--- src/rtl/coin_acceptor.sv ---
// Coin-slot front end: synchronises and debounces the two raw sensors, emits one coin
// code per physical coin, and keeps a saturating credit tally plus a sticky jam flag.
module coin_acceptor #(
    parameter int DEBOUNCE_CYCLES = 4,
    parameter int LOCKOUT_CYCLES  = 8,
    parameter int JAM_CYCLES      = 64,
    parameter int CREDIT_W        = 8
) (
    input  logic                i_clk,
    input  logic                i_rst,
    input  logic                i_sense5,
    input  logic                i_sense10,
    input  logic                i_accept_en,
    output logic [1:0]          o_coin,
    output logic                o_reject,
    output logic                o_busy,
    output logic                o_jam,
    output logic [CREDIT_W-1:0] o_credit_total
);
    localparam int CNT_M1  = (DEBOUNCE_CYCLES > LOCKOUT_CYCLES) ? DEBOUNCE_CYCLES : LOCKOUT_CYCLES;
    localparam int CNT_MAX = (CNT_M1 > JAM_CYCLES) ? CNT_M1 : JAM_CYCLES;
    localparam int CNT_W   = $clog2(CNT_MAX + 1);

    localparam logic [CNT_W-1:0] DEB_N     = CNT_W'(DEBOUNCE_CYCLES);
    localparam logic [CNT_W-1:0] JAM_LAST  = CNT_W'(JAM_CYCLES - 1);
    localparam logic [CNT_W-1:0] LOCK_LAST = CNT_W'(LOCKOUT_CYCLES - 1);
    localparam logic [CNT_W-1:0] CNT_ONE   = CNT_W'(1);

    typedef enum logic [2:0] {
        S_IDLE,
        S_DEBOUNCE,
        S_WAIT_RELEASE,
        S_LOCKOUT,
        S_JAM
    } state_t;

    logic [1:0]          r_sync1, r_s;
    state_t              r_state, w_next;
    logic [CNT_W-1:0]    r_cnt, w_cnt_next;
    logic [1:0]          r_cand, w_cand_next;
    logic [1:0]          w_coin_next;
    logic                w_reject_next;
    logic [1:0]          r_coin;
    logic                r_reject, r_busy, r_jam;
    logic [CREDIT_W-1:0] r_credit;
    logic [CREDIT_W:0]   w_sum;
    logic [CREDIT_W-1:0] w_credit_next;

    always_comb begin
        w_next        = r_state;
        w_cnt_next    = r_cnt;
        w_cand_next   = r_cand;
        w_coin_next   = 2'b00;
        w_reject_next = 1'b0;
        case (r_state)
            S_IDLE: begin
                if (r_s != 2'b00 && i_accept_en) begin
                    w_cand_next = r_s;
                    w_cnt_next  = CNT_ONE;
                    w_next      = S_DEBOUNCE;
                end
            end
            S_DEBOUNCE: begin
                if (!i_accept_en) begin
                    w_next     = S_WAIT_RELEASE;
                    w_cnt_next = '0;
                end else if (r_s == r_cand) begin
                    if (r_cnt == DEB_N) begin
                        w_next     = S_WAIT_RELEASE;
                        w_cnt_next = '0;
                        // cand is never 00 here, so it doubles as the coin code
                        if (r_cand == 2'b11) w_reject_next = 1'b1;
                        else                 w_coin_next   = r_cand;
                    end else begin
                        w_cnt_next = r_cnt + CNT_ONE;
                    end
                end else if (r_s == 2'b00) begin
                    w_next     = S_IDLE;
                    w_cnt_next = '0;
                end else begin
                    w_cand_next = r_s;
                    w_cnt_next  = CNT_ONE;
                end
            end
            S_WAIT_RELEASE: begin
                if (r_s == 2'b00) begin
                    w_next     = S_LOCKOUT;
                    w_cnt_next = '0;
                end else if (r_cnt == JAM_LAST) begin
                    w_next = S_JAM;
                end else begin
                    w_cnt_next = r_cnt + CNT_ONE;
                end
            end
            S_LOCKOUT: begin
                if (r_cnt == LOCK_LAST) begin
                    w_next     = S_IDLE;
                    w_cnt_next = '0;
                end else begin
                    w_cnt_next = r_cnt + CNT_ONE;
                end
            end
            S_JAM:   w_next = S_JAM;
            default: w_next = S_IDLE;
        endcase
    end

    // coin code 01/10 equals its value in 5-yuan units
    assign w_sum         = {1'b0, r_credit} + (CREDIT_W+1)'(w_coin_next);
    assign w_credit_next = w_sum[CREDIT_W] ? '1 : w_sum[CREDIT_W-1:0];

    always_ff @(posedge i_clk) begin
        if (i_rst) begin
            r_sync1  <= 2'b00;
            r_s      <= 2'b00;
            r_state  <= S_IDLE;
            r_cnt    <= '0;
            r_cand   <= 2'b00;
            r_coin   <= 2'b00;
            r_reject <= 1'b0;
            r_busy   <= 1'b0;
            r_jam    <= 1'b0;
            r_credit <= '0;
        end else begin
            r_sync1  <= {i_sense10, i_sense5};
            r_s      <= r_sync1;
            r_state  <= w_next;
            r_cnt    <= w_cnt_next;
            r_cand   <= w_cand_next;
            r_coin   <= w_coin_next;
            r_reject <= w_reject_next;
            r_busy   <= (w_next != S_IDLE);
            r_jam    <= r_jam | (w_next == S_JAM);
            r_credit <= w_credit_next;
        end
    end

    assign o_coin         = r_coin;
    assign o_reject       = r_reject;
    assign o_busy         = r_busy;
    assign o_jam          = r_jam;
    assign o_credit_total = r_credit;
endmodule
--- config.mk ---
export PLATFORM = sky130hd
export DESIGN_NAME = coin_acceptor
export DESIGN_NICKNAME = d
export VERILOG_FILES = /design/src/rtl/coin_acceptor.sv
export SDC_FILE = /design/constraint.sdc
export NUM_CORES = 1
export LEC_CHECK = 0
export CORE_MARGIN = 2
export CORE_UTILIZATION = 55
export DETAILED_ROUTE_END_ITERATION = 10
export PLACE_DENSITY = 0.78
export SLEW_MARGIN = 15
export SYNTH_ARGS = -nofsm -noshare
export SYNTH_HDL_FRONTEND = slang
export SYNTH_SLANG_ARGS = --single-unit
--- constraint.sdc ---
create_clock -name i_clk -period 2.8 [get_ports i_clk]
set_input_delay 0.56 -clock i_clk [delete_from_list [all_inputs] [get_ports i_clk]]
set_output_delay 0.56 -clock i_clk [all_outputs]
set_load 0.01 [all_outputs]
# ---- Word-level counts from Yosys, hierarchy flattened
# Cells that the tools add are included.
dict set report totals {
  output_inout_bits 13
  regBits 29
  wordCells 72
  in_bits 5
}
dict set report classes {
  bitwise 5
  n_mux 30
  reduce_logical 10
  addsub 2
  n_eq_ne 15
}
# op n
set op_table {}
lappend op_table {{7-bit 2-to-1 mux} 7}
lappend op_table {{7-bit one-hot mux with 4 select lines} 1}
lappend op_table {{3-bit 2-to-1 mux} 8}
lappend op_table {{2-bit 2-to-1 mux} 9}
lappend op_table {{3-bit one-hot mux with 5 select lines} 1}
lappend op_table {{7-bit by 3-bit == test with 1-bit output, second input constant} 2}
lappend op_table {{8-bit by 2-bit adder with 9-bit output} 1}
lappend op_table {{8-bit 2-to-1 mux} 1}
lappend op_table {{2-bit inequality test, second input constant} 4}
lappend op_table {{7-bit by 1-bit adder with 7-bit output, second input constant} 1}
lappend op_table {{7-bit by 6-bit == test with 1-bit output, second input constant} 1}
lappend op_table {{3-bit by 2-bit == test with 1-bit output, second input constant} 2}
lappend op_table {{3-bit == test, second input constant} 2}
lappend op_table {{5-bit AND reduction} 1}
lappend op_table {{5-bit OR reduction} 1}
lappend op_table {{1-bit NOT} 4}
lappend op_table {{2-bit one-hot mux with 2 select lines} 1}
lappend op_table {{2-bit nonzero test} 2}
lappend op_table {{4-bit nonzero test} 1}
lappend op_table {{3-bit by 1-bit == test with 1-bit output, second input constant} 1}
lappend op_table {{3-bit zero test} 1}
lappend op_table {{3-bit inequality test, second input constant} 1}
lappend op_table {{3-bit AND reduction} 1}
lappend op_table {{3-bit nonzero test} 1}
lappend op_table {{other kinds (6)} 7}

# ---- Logic depth before layout (Yosys ltp)
# Gate-level depths: netlist of the first run.
dict set report depth {
  depth_word 8
  depth_mapped 14
  depth_no_buf 14
}

# ---- Least setup slack after synthesis of the first run
# No wires, ideal clock.
dict set report synth_timing {
  kind {register -> register}
  start {reg r_cnt[4]}
  end {reg r_credit[0], in the netlist o_credit_total[0]}
  synth_period_minus_slack_ns 2.571
  arrival_time_ns 2.500
  path_stages_with_launch 14
  setup_ns 0.071
  n_path_buf 1
  slack_ns 0.229
  t_required_ns 2.729
  path_cell_list {dfxtp_1 > buf_2 > nor4_4 > nand4_1 > nor2_1 > nand2_1 > nor2_1 > ha_1 > inv_1 > fa_1 > nand3b_1 > nor2_1 > nand4_1 > a21oi_1}
}
dict set report synth_via {
  elab_chain_cells 7
}
# item line_no
set synth_rtl {}
lappend synth_rtl {{start: declaration} 39} ;# logic [CNT_W-1:0] r_cnt, w_cnt_next;
lappend synth_rtl {{start signal: assignment} 128} ;# r_cnt <= w_cnt_next;
lappend synth_rtl {{7-bit by 3-bit == test with 1-bit output} 68} ;# if (r_cnt == DEB_N) begin
lappend synth_rtl {{2-bit 2-to-1 mux} 68}
lappend synth_rtl {{2-bit 2-to-1 mux} 67} ;# end else if (r_s == r_cand) begin
lappend synth_rtl {{2-bit 2-to-1 mux} 64} ;# if (!i_accept_en) begin
lappend synth_rtl {{2-bit 2-to-1 mux} 55} ;# case (r_state)
lappend synth_rtl {{named net w_coin_next[0]} 41} ;# logic [1:0] w_coin_next;
lappend synth_rtl {{8-bit by 2-bit adder with 9-bit output} 109} ;# assign w_sum = {1'b0, r_credit} + (CREDIT_W+1)'(w_coin_next);
lappend synth_rtl {{8-bit 2-to-1 mux} 110} ;# assign w_credit_next = w_sum[CREDIT_W] ? '1 : w_sum[CREDIT_W-1:0];
lappend synth_rtl {{end signal: assignment} 134} ;# r_credit <= w_credit_next;
lappend synth_rtl {{end: declaration} 45} ;# logic [CREDIT_W-1:0] r_credit;
# The timed path passes the listed nets, and every way through them passes these cells.
# A chain may end at the register's enable or synchronous reset.

# ---- Worst setup path in the final report of the first run
dict set report layout_timing {
  start {reg r_cnt[5]}
  end {reg r_credit[3], in the netlist o_credit_total[3]}
}
# The elaborated chain is that of the path after synthesis.

==> summary.md, run 1 <==
The tools report the worst reg2reg path startpoint as r_cnt[5]$_SDFFE_PP0P_. The H-tree was split into 2 levels. The worst setup path is of the reg -> reg kind.

For this design the static power due to leakage is 0.747 nW. Clock-pin slew was measured on the worst setup and hold paths at 0.10 ns. The run gives 2050 um2 as the final design area excluding fillers. For this design the ratio of total power to cell area is 437 nW/um2. For the maximum clock frequency, the log shows 353 MHz. The path class of the tightest hold or removal check is reg -> reg. The tools report the HPWL reported at the end of detailed placement as 2790 um.

The final reports fail on negative setup slack. The flow ran to the end, but the final reports show violations. Walking the worst path, the cells encountered are nor4_4, nand4_1, nor2_2, nand2_2, nor2_2, ha_2, inv_2, fa_2, nand3b_1, nor2_2, nand4_1, a21oi_1. TritonCTS built the clock tree. For the worst-skew pair, the clock arrives at the later sink with an insertion delay of 0.34 ns.

In the post-synthesis netlist, the biggest area contributors are dfxtp_1, nor2_1, nand2_1, ha_1, nand3_1. The tools report the number of global-route vias before repair as 1,438. The total count of max-transition violations in the final report came out at 0.

The logs give 584 um2 for the flip-flop and latch area and 3.10 ns for the endpoint arrival time on the critical path. The first-pass GRT wire length was 6240 um. Hold violation count in the final report: 0.

The run gives 0 as the number of antenna violations at the first check in global routing. In this design, the stage delay of the slowest critical-path cell is 0.38 ns. Routability-driven placement finished with a final weighted congestion of 0.881. The mapped cell area came out at 1630 um2.

Overall overflow remaining after global route: 0. The register-to-register setup slack is -0.03 ns. Dividing the detail-routed via count by the number of cells gives 6.09. The share of flip-flops with an asynchronous set or reset after synthesis was 0%. In this run the clock root is driven by a clkbuf_4.

Once detail routing completed, the nets flagged for antenna violations numbered 0. The overall die width is 58.5 um. The repair_antennas step left the layout with diodes totalling 0. The area after detailed placement was 1900 um2. Across all hold checks on the routed design, the worst slack comes to 0.459 ns.

For the sum of internal, switching and leakage power, the log shows 0.000895 W. The routed via count was 1,566; the cell count after synthesis was 192. Setup repair after global routing could not meet its margin everywhere. In the routed design, unresolved DRC markers number 0. Counting flops with a built-in enable in the synthesized netlist gives 0. The clock arrives with 0.00489 ns of skew. For the clock sink total, the log shows 29. STA classifies the critical path startpoint as a register. Setup violations remaining at the end of the flow were counted as 3. The I/O pin count was 18; the height of the die was 58.5 um.

The filler cells instantiated in the layout total 201. The shortest clock period the worst path allows after layout was 2.83 ns; the net count after synthesis was 202. The run gives 35.5% as the sequential element share of the synthesized area. The count of standard-cell rows was 19.

The initial utilization of the core area, before any placement, comes to 58.7%. By instance count, the cell type seen most on the critical path is nor2_2. Clock tree synthesis inserted a total of 5 buffers. Across every metal layer, demand over resource in global routing totals 23.9%. Across the run, the number of max-cap violations was 0. The cts-stage hold buffer count is 0.

The kind of capture point of the worst setup path is a register. The number of detailed-routing iterations run before antenna repair was 7; the aggregate negative setup slack was -0.0369 ns. The average routed wire per standard cell was 15.8 um. For this design, the slowest cell found on the critical path is dfxtp_1. The clock passes through at most 2 buffers. The fraction of post-synthesis cell area in the top cell type by area is 35.5%, and the required time of the worst setup path is 3.07 ns. In the final layout, the multi-input gates occupy 960 um2. Yosys mapped the design onto 55 distinct sky130hd cell types. A synthesized cell averages 8.51 um2. Wires add up to 4060 um. The count of state elements after synthesis is 29, and the headroom to the max-slew limit is 66.3%.

In this run the worst path has a maximum fanout of 6. The die footprint is 3420 um2. Startpoint of the worst setup timing path: r_cnt[5]$_SDFFE_PP0P_. Summed over all instances, the cell type with the most area after synthesis is dfxtp_1. At the pin with the least slew margin, the transition time is 0.504 ns. The pin count of the biggest net entering global routing was 16; the number of placed instances with taps included was 245. Layout cell share with drive strength beyond 1: 24.8%. The startpoint identified for the worst hold timing path is r_sync1[1]$_SDFF_PP0_. Relative to the synthesized area, the layout overhead comes to 25.3%. In this run the standard cell core region covers 2780 um2. Maximum vdd ir drop: 0.455 mV. The count of buffers inserted at the top-level ports came out at 17. Leaving out filler cells and counting taps, the final layout contains 257. After the first detailed-routing iteration, the DRC count stood at 93. For the number of warnings reported in the yosys synthesis log, the log shows 0.

The number of nets in the layout was 235; the share of the cycle needed by the critical path after routing was 101%. For this run, the leading register cell type out of synthesis is dfxtp_1. The final worst setup slack came out at -0.0309 ns.
[synthesized netlist by cell type, types with 2 or more instances]
library cell  instances
a211oi_1              3
a21o_1                2
a21oi_1               9
a31oi_1               3
a32oi_1               3
and2_1                3
buf_2                 4
buf_6                 2
clkbuf_1              5
dfxtp_1              29
ha_1                  4
inv_1                12
nand2_1              15
nand3_1              10
nand4_1               3
nand4b_1              2
nor2_1               17
nor2b_1               4
nor3_1                5
nor3b_1               4
o2111ai_1             2
o211ai_1              3
o21ai_0               7
o22ai_1               4
o311ai_1              2
or4_1                 2
xnor2_1               4
xor2_1                2
[repair_timing]
action                                  4_1_cts  5_1_grt
buffers inserted                              0        4
endpoints found under the hold margin         0        0
pin swaps                                     2        4
endpoints found under the setup margin        1        8
gates resized for setup                       0       15
[cell usage in the layout, fill, tap and decap left out, types with 5 or more instances in the layout]
master | netlist | final
dfxtp_1 | 29 | 26
buf_4 | 1 | 21
clkdlybuf4s50_1 | 0 | 17
nor2_1 | 17 | 14
nand2_1 | 15 | 14
nand3_1 | 10 | 10
inv_1 | 12 | 9
a21oi_1 | 9 | 8
o21ai_0 | 7 | 7
nor3_1 | 5 | 5
clkbuf_4 | 0 | 5
[routing by layer]
metal / global-route usage (%) / wire length [um] / vias to the layer above
met3: 6.81 / 277 / 6
met2: 37.7 / 2010 / 60
met4: 11.6 / 58 / 0
met1: 29.9 / 1720 / 736
met5: 0 / 0 / -
li1: - / - / 764
[metrics by stage]
stage / util (%) / worst slack [ns]
6_report: 73.6 / -0.0309
5_1_grt: 73.6 / -0.212
4_1_cts: 71.6 / 0.00527
3_5_place_dp: 68.4 / -0.249
3_3_place_gp: 68.4 / -0.128
2_1_floorplan: - / 0.229
[critical path: cells and delay by family (launching register included)]
family	cells	cell delay, ns
flip-flops	1	0.38
adder cells (fa/ha/maj)	2	0.53
AO/OA/AOI/OAI	1	0.22
buffers and inverters	1	0.04
AND/OR/NAND/NOR	8	1.59
[flip-flops by register name, indices dropped and copies added (netlist names)]
| name | count |
|---|---|
| o_coin | 2 |
| r_cnt | 7 |
| o_busy | 1 |
| o_jam | 1 |
| r_cand | 2 |
| r_s | 2 |
| r_state | 3 |
| o_credit_total | 8 |
| o_reject | 1 |
| r_sync1 | 2 |
[where the power goes]
group / switching, W / total [W] / internal, W
Combinational: 0.0000553 / 0.0000959 / 0.0000406
Clock: 0.000160 / 0.000372 / 0.000212
Sequential: 0.00000672 / 0.000428 / 0.000421
Total: 0.000222 / 0.000895 / 0.000674
[cell families (layout without fill, tap and decap cells)]
| group | count (synthesis) | in the layout | share of synthesized area (%) |
|---|---|---|---|
| simple gates | 79 | 79 | 27.4 |
| buf+inv | 25 | 59 | 7.20 |
| flops | 29 | 29 | 35.5 |
| fa+ha+maj | 5 | 5 | 4.29 |
| xor+xnor | 6 | 6 | 3.22 |
| compound gates | 47 | 47 | 21.7 |
| mux | 1 | 1 | 0.613 |
[final cells by class]
cell class / count / area share (%)
Multi-Input combinational cell: 138 / 46.9
Sequential cell: 29 / 28.5
Timing Repair Buffer: 38 / 16.0
Clock buffer: 6 / 2.50
Inverter: 13 / 2.38
Tap cell: 31 / 1.89
Clock inverter: 2 / 1.83
[path summary, 6_finish.rpt]
check	to	depth (start not counted)
hold / removal	r_s[1]$_SDFF_PP0_	1
hold reg to reg	r_s[1]$_SDFF_PP0_	1
setup reg to reg	o_credit_total[3]$_SDFF_PP0_	12
setup / recovery	o_credit_total[3]$_SDFF_PP0_	12
(Power assumes the default switching activity.)
==> run 2: changes to the inputs <==
--- a/config.mk
+++ b/config.mk
@@ -5,7 +5,6 @@
 export SDC_FILE = /design/constraint.sdc
 export NUM_CORES = 1
 export LEC_CHECK = 0
-export CORE_MARGIN = 2
 export CORE_UTILIZATION = 55
 export DETAILED_ROUTE_END_ITERATION = 10
 export PLACE_DENSITY = 0.78
==> summary.md, run 2 (synthesized netlist as in run 1, its figures left out) <==
The biggest fanout along the worst timing path came out at 5 (-1). The category of the worst setup path launch point is a register. The cts-stage hold buffer count is 0 (unchanged), and the via density per instance is 6.01 (-1.3%). The tools report the switching power total as 0.000203 W (-8.6%). The maximum clock frequency came out at 373 MHz (+5.6%). The number of nets in the layout came out at 236 (+0.43%). Height of the die: 56.5 um (-3.4%). The pin count of the biggest net entering global routing was 16 (unchanged); the clock network latency to the later pin of the worst-skew pair was 0.33 ns (about the same). The share of the cycle needed by the critical path after routing came out at 95.8% (-5.3 points). The library cells used most frequently in the layout, excluding fill and tap cells, are dfxtp_1, buf_4, clkdlybuf4s50_1, nand2_1, nor2_1. The run gives 64.4% (-2.0 points) as the headroom to the max-slew limit. Count of buffers inserted at the top-level ports: 17 (unchanged).

The slew at the pin with the worst max-slew slack is 0.532 ns (+0.0281 ns), and the flip-flop count of the largest register, all copies and words added is 8 (unchanged). The worst setup path is captured at a register. The area growth from synthesis to layout is 24.7%.

The I/O pin count came out at 18 (unchanged). Count of standard-cell rows: 19 (unchanged). The min-delay analysis places its worst path in the category reg -> reg. For the register-to-register setup slack, the log shows 0.12 ns (+0.15 ns). For the final setup violation count, the log shows 0 (-3). The cell depth of the worst hold path came out at 1 (unchanged). The number of antenna violations at the first check in global routing came out at 0 (unchanged). The logs give 0.868 (-1.4%) for the global placer's final weighted congestion and 2 (unchanged) for the maximum buffer depth of the clock tree. Clock-pin slew reported for the worst setup and hold paths after clock tree synthesis: 0.09 ns (about the same). The HPWL reported at the end of detailed placement is 2670 um (-4.2%), and the all-layer global routing usage is 24.3% (+0.40 points). The die footprint was 3190 um2 (-6.7%). The tools report the part of the power in registers as 54.7% (+6.9 points). The power density over the cells is 383 nW/um2 (-12%).

For the count of max-cap constraint violations, the log shows 0 (unchanged). The run gives 2.95 ns (-0.15 ns) as the endpoint arrival time on the critical path. The worst reg2reg path startpoint is r_cnt[3]$_SDFFE_PP0P_. First-pass GRT wire length: 6050 um (-3.1%).

The most utilized layer in the global route result is met2. In this run the most critical hold path is launched from r_sync1[1]$_SDFF_PP0_. CTS placed an instance of clkbuf_4 at the clock tree root.

The CTS buffer count was 5 (unchanged); the switching power as a share of total power was 25.9% (+1.2 points). The global-route met1 utilization is 30.9% (+0.98 points). The average routed wire per standard cell came out at 14.4 um (-9.0%). For the clock sink total, the log shows 29 (unchanged). The hold violation count in the final report came out at 0 (unchanged). H-tree level count: 2 (unchanged). The layout cell share with drive strength beyond 1 was 23.5% (-1.3 points); the required time of the worst setup path was 3.07 ns (about the same). The overall die width is 56.5 um (-3.4%), and the number of filler cells placed in the layout is 193 (-4.0%). In this run the critical register-to-register path is captured at o_credit_total[3]$_SDFF_PP0_.

For the final core utilization, the log shows 73.3% (-0.36 points). The shortest clock period the worst path allows after layout is 2.68 ns (-0.149 ns). Placeable core region: 2780 um2 (unchanged). The tools report the routed via count as 1,545 (-1.3%). The most common cell after layout, fill and taps aside was dfxtp_1. The path with the worst hold slack has its endpoint at r_s[1]$_SDFF_PP0_. The total internal power came out at 0.000579 W (-14%). The number of nets with antenna violations after routing was 0 (unchanged). The logs give 0 (unchanged) for the DRC violation count after routing and 58.7% (unchanged) for the starting density of the core. The run gives 0.439 mV (-3.5%) as the maximum vdd ir drop. For the number of placed instances with taps included, the log shows 246 (+0.41%). The met2 track demand over resource was 38.8% (+1.1 points); the total length of routed wires was 3700 um (-9.0%). The run gives 33.3% (-8.2 points) as the relative contribution of the clock network to total power. The run gives 4 (-3) as the number of detailed-routing iterations run before antenna repair.

The number of global-route vias before repair is 1,384 (-3.8%). The run finished with clean final reports. Met3 track demand over resource in global routing: 5.99% (-0.82 points). TritonCTS built the clock tree.

The kind of critical path was reg -> reg. The depth of the worst register-to-register path works out to 13 (+1). The final cell count without fillers came out at 257 (unchanged).

Total count of max-transition violations in the final report: 0 (unchanged). The logs give 0.00327 ns (-0.00162 ns) for the worst clock skew and 52 (-44%) for the number of violations reported at the end of detailed-routing iteration 0. The overall overflow remaining after global route is 0 (unchanged). The number of antenna repair diodes came out at 0 (unchanged). The combinational power share came out at 12.0% (+1.3 points).

The tools report the leakage power as 0.740 nW (-0.99%).
-- run 2: layout make-up --
cell class | instances | area [um2] | area share [%]
well taps | 31 | 38.8 | 1.90
repair buffers | 39 | 339 | 16.6
multi-input cells | 138 | 972 | 47.7
clock buffers | 7 | 55.1 | 2.70
inverters | 13 | 48.8 | 2.39
flip-flops and latches | 29 | 584 | 28.7
-- run 2: what timing repair did --
action                     in CTS  in global routing
pin swaps                       1                  7
setup endpoints to repair       6                  8
resized for setup               3                 12
buffers inserted                0                  5
-- run 2: worst max-delay path by stage --
stage	slack, ns	startpoint	end	depth (start not counted)
after detailed placement	-0.23	i_accept_en	o_credit_total[2]$_SDFF_PP0_	12
after global placement	-0.13	i_accept_en	o_credit_total[0]$_SDFF_PP0_	12
after global routing	-0.04	r_cnt[3]$_SDFFE_PP0P_	o_credit_total[1]$_SDFF_PP0_	13
final	0.12	r_cnt[3]$_SDFFE_PP0P_	o_credit_total[3]$_SDFF_PP0_	13
after CTS	0.007	r_cnt[0]$_SDFFE_PP0P_	o_credit_total[0]$_SDFF_PP0_	14
after floorplan	0.23	r_cnt[4]$_SDFFE_PP0P_	o_credit_total[0]$_SDFF_PP0_	13
-- run 2: power by group through the flow --
stage | Clock (W) | Combinational, W | Sequential (W)
floorplan | 0 | 0.0000619 | 0.000435
global placement | 0 | 0.0000867 | 0.000436
detailed placement | 0 | 0.0000892 | 0.000436
CTS | 0.000265 | 0.0000898 | 0.000427
global route | 0.000283 | 0.000103 | 0.000429
finish | 0.000260 | 0.0000935 | 0.000428
-- run 2: worst max-delay path, cell delays in order (launching register included) --
cell	delay [ns]
dfxtp_2	0.34
nor4_4	0.33
nand4_1	0.19
nor2_2	0.18
nand2_1	0.09
nor2_1	0.10
ha_2	0.18
inv_1	0.05
fa_2	0.34
nand3b_1	0.22
nor2_2	0.17
nand4_1	0.15
buf_6	0.17
a21oi_2	0.12
-- run 2: layer usage --
metal / share of wire [%] / wire length (um)
met3: 5.1 / 188
met4: 1.6 / 59
met1: 46 / 1680
met2: 48 / 1770
met5: 0 / 0
-- run 2: per-stage QoR --
stage          setup WS [ns]  power [W]  hold WS (ns)  cell area (um2)  setup TNS [ns]
2_1_floorplan          0.229   0.000496         0.414             1630               0
5_1_grt              -0.0359   0.000814         0.467             2040          -0.132
3_3_place_gp          -0.125   0.000523         0.428             1910          -0.760
4_1_cts              0.00709   0.000781         0.461             1970               0
6_report               0.118   0.000781         0.458             2040               0
3_5_place_dp          -0.231   0.000525         0.442             1910           -1.41
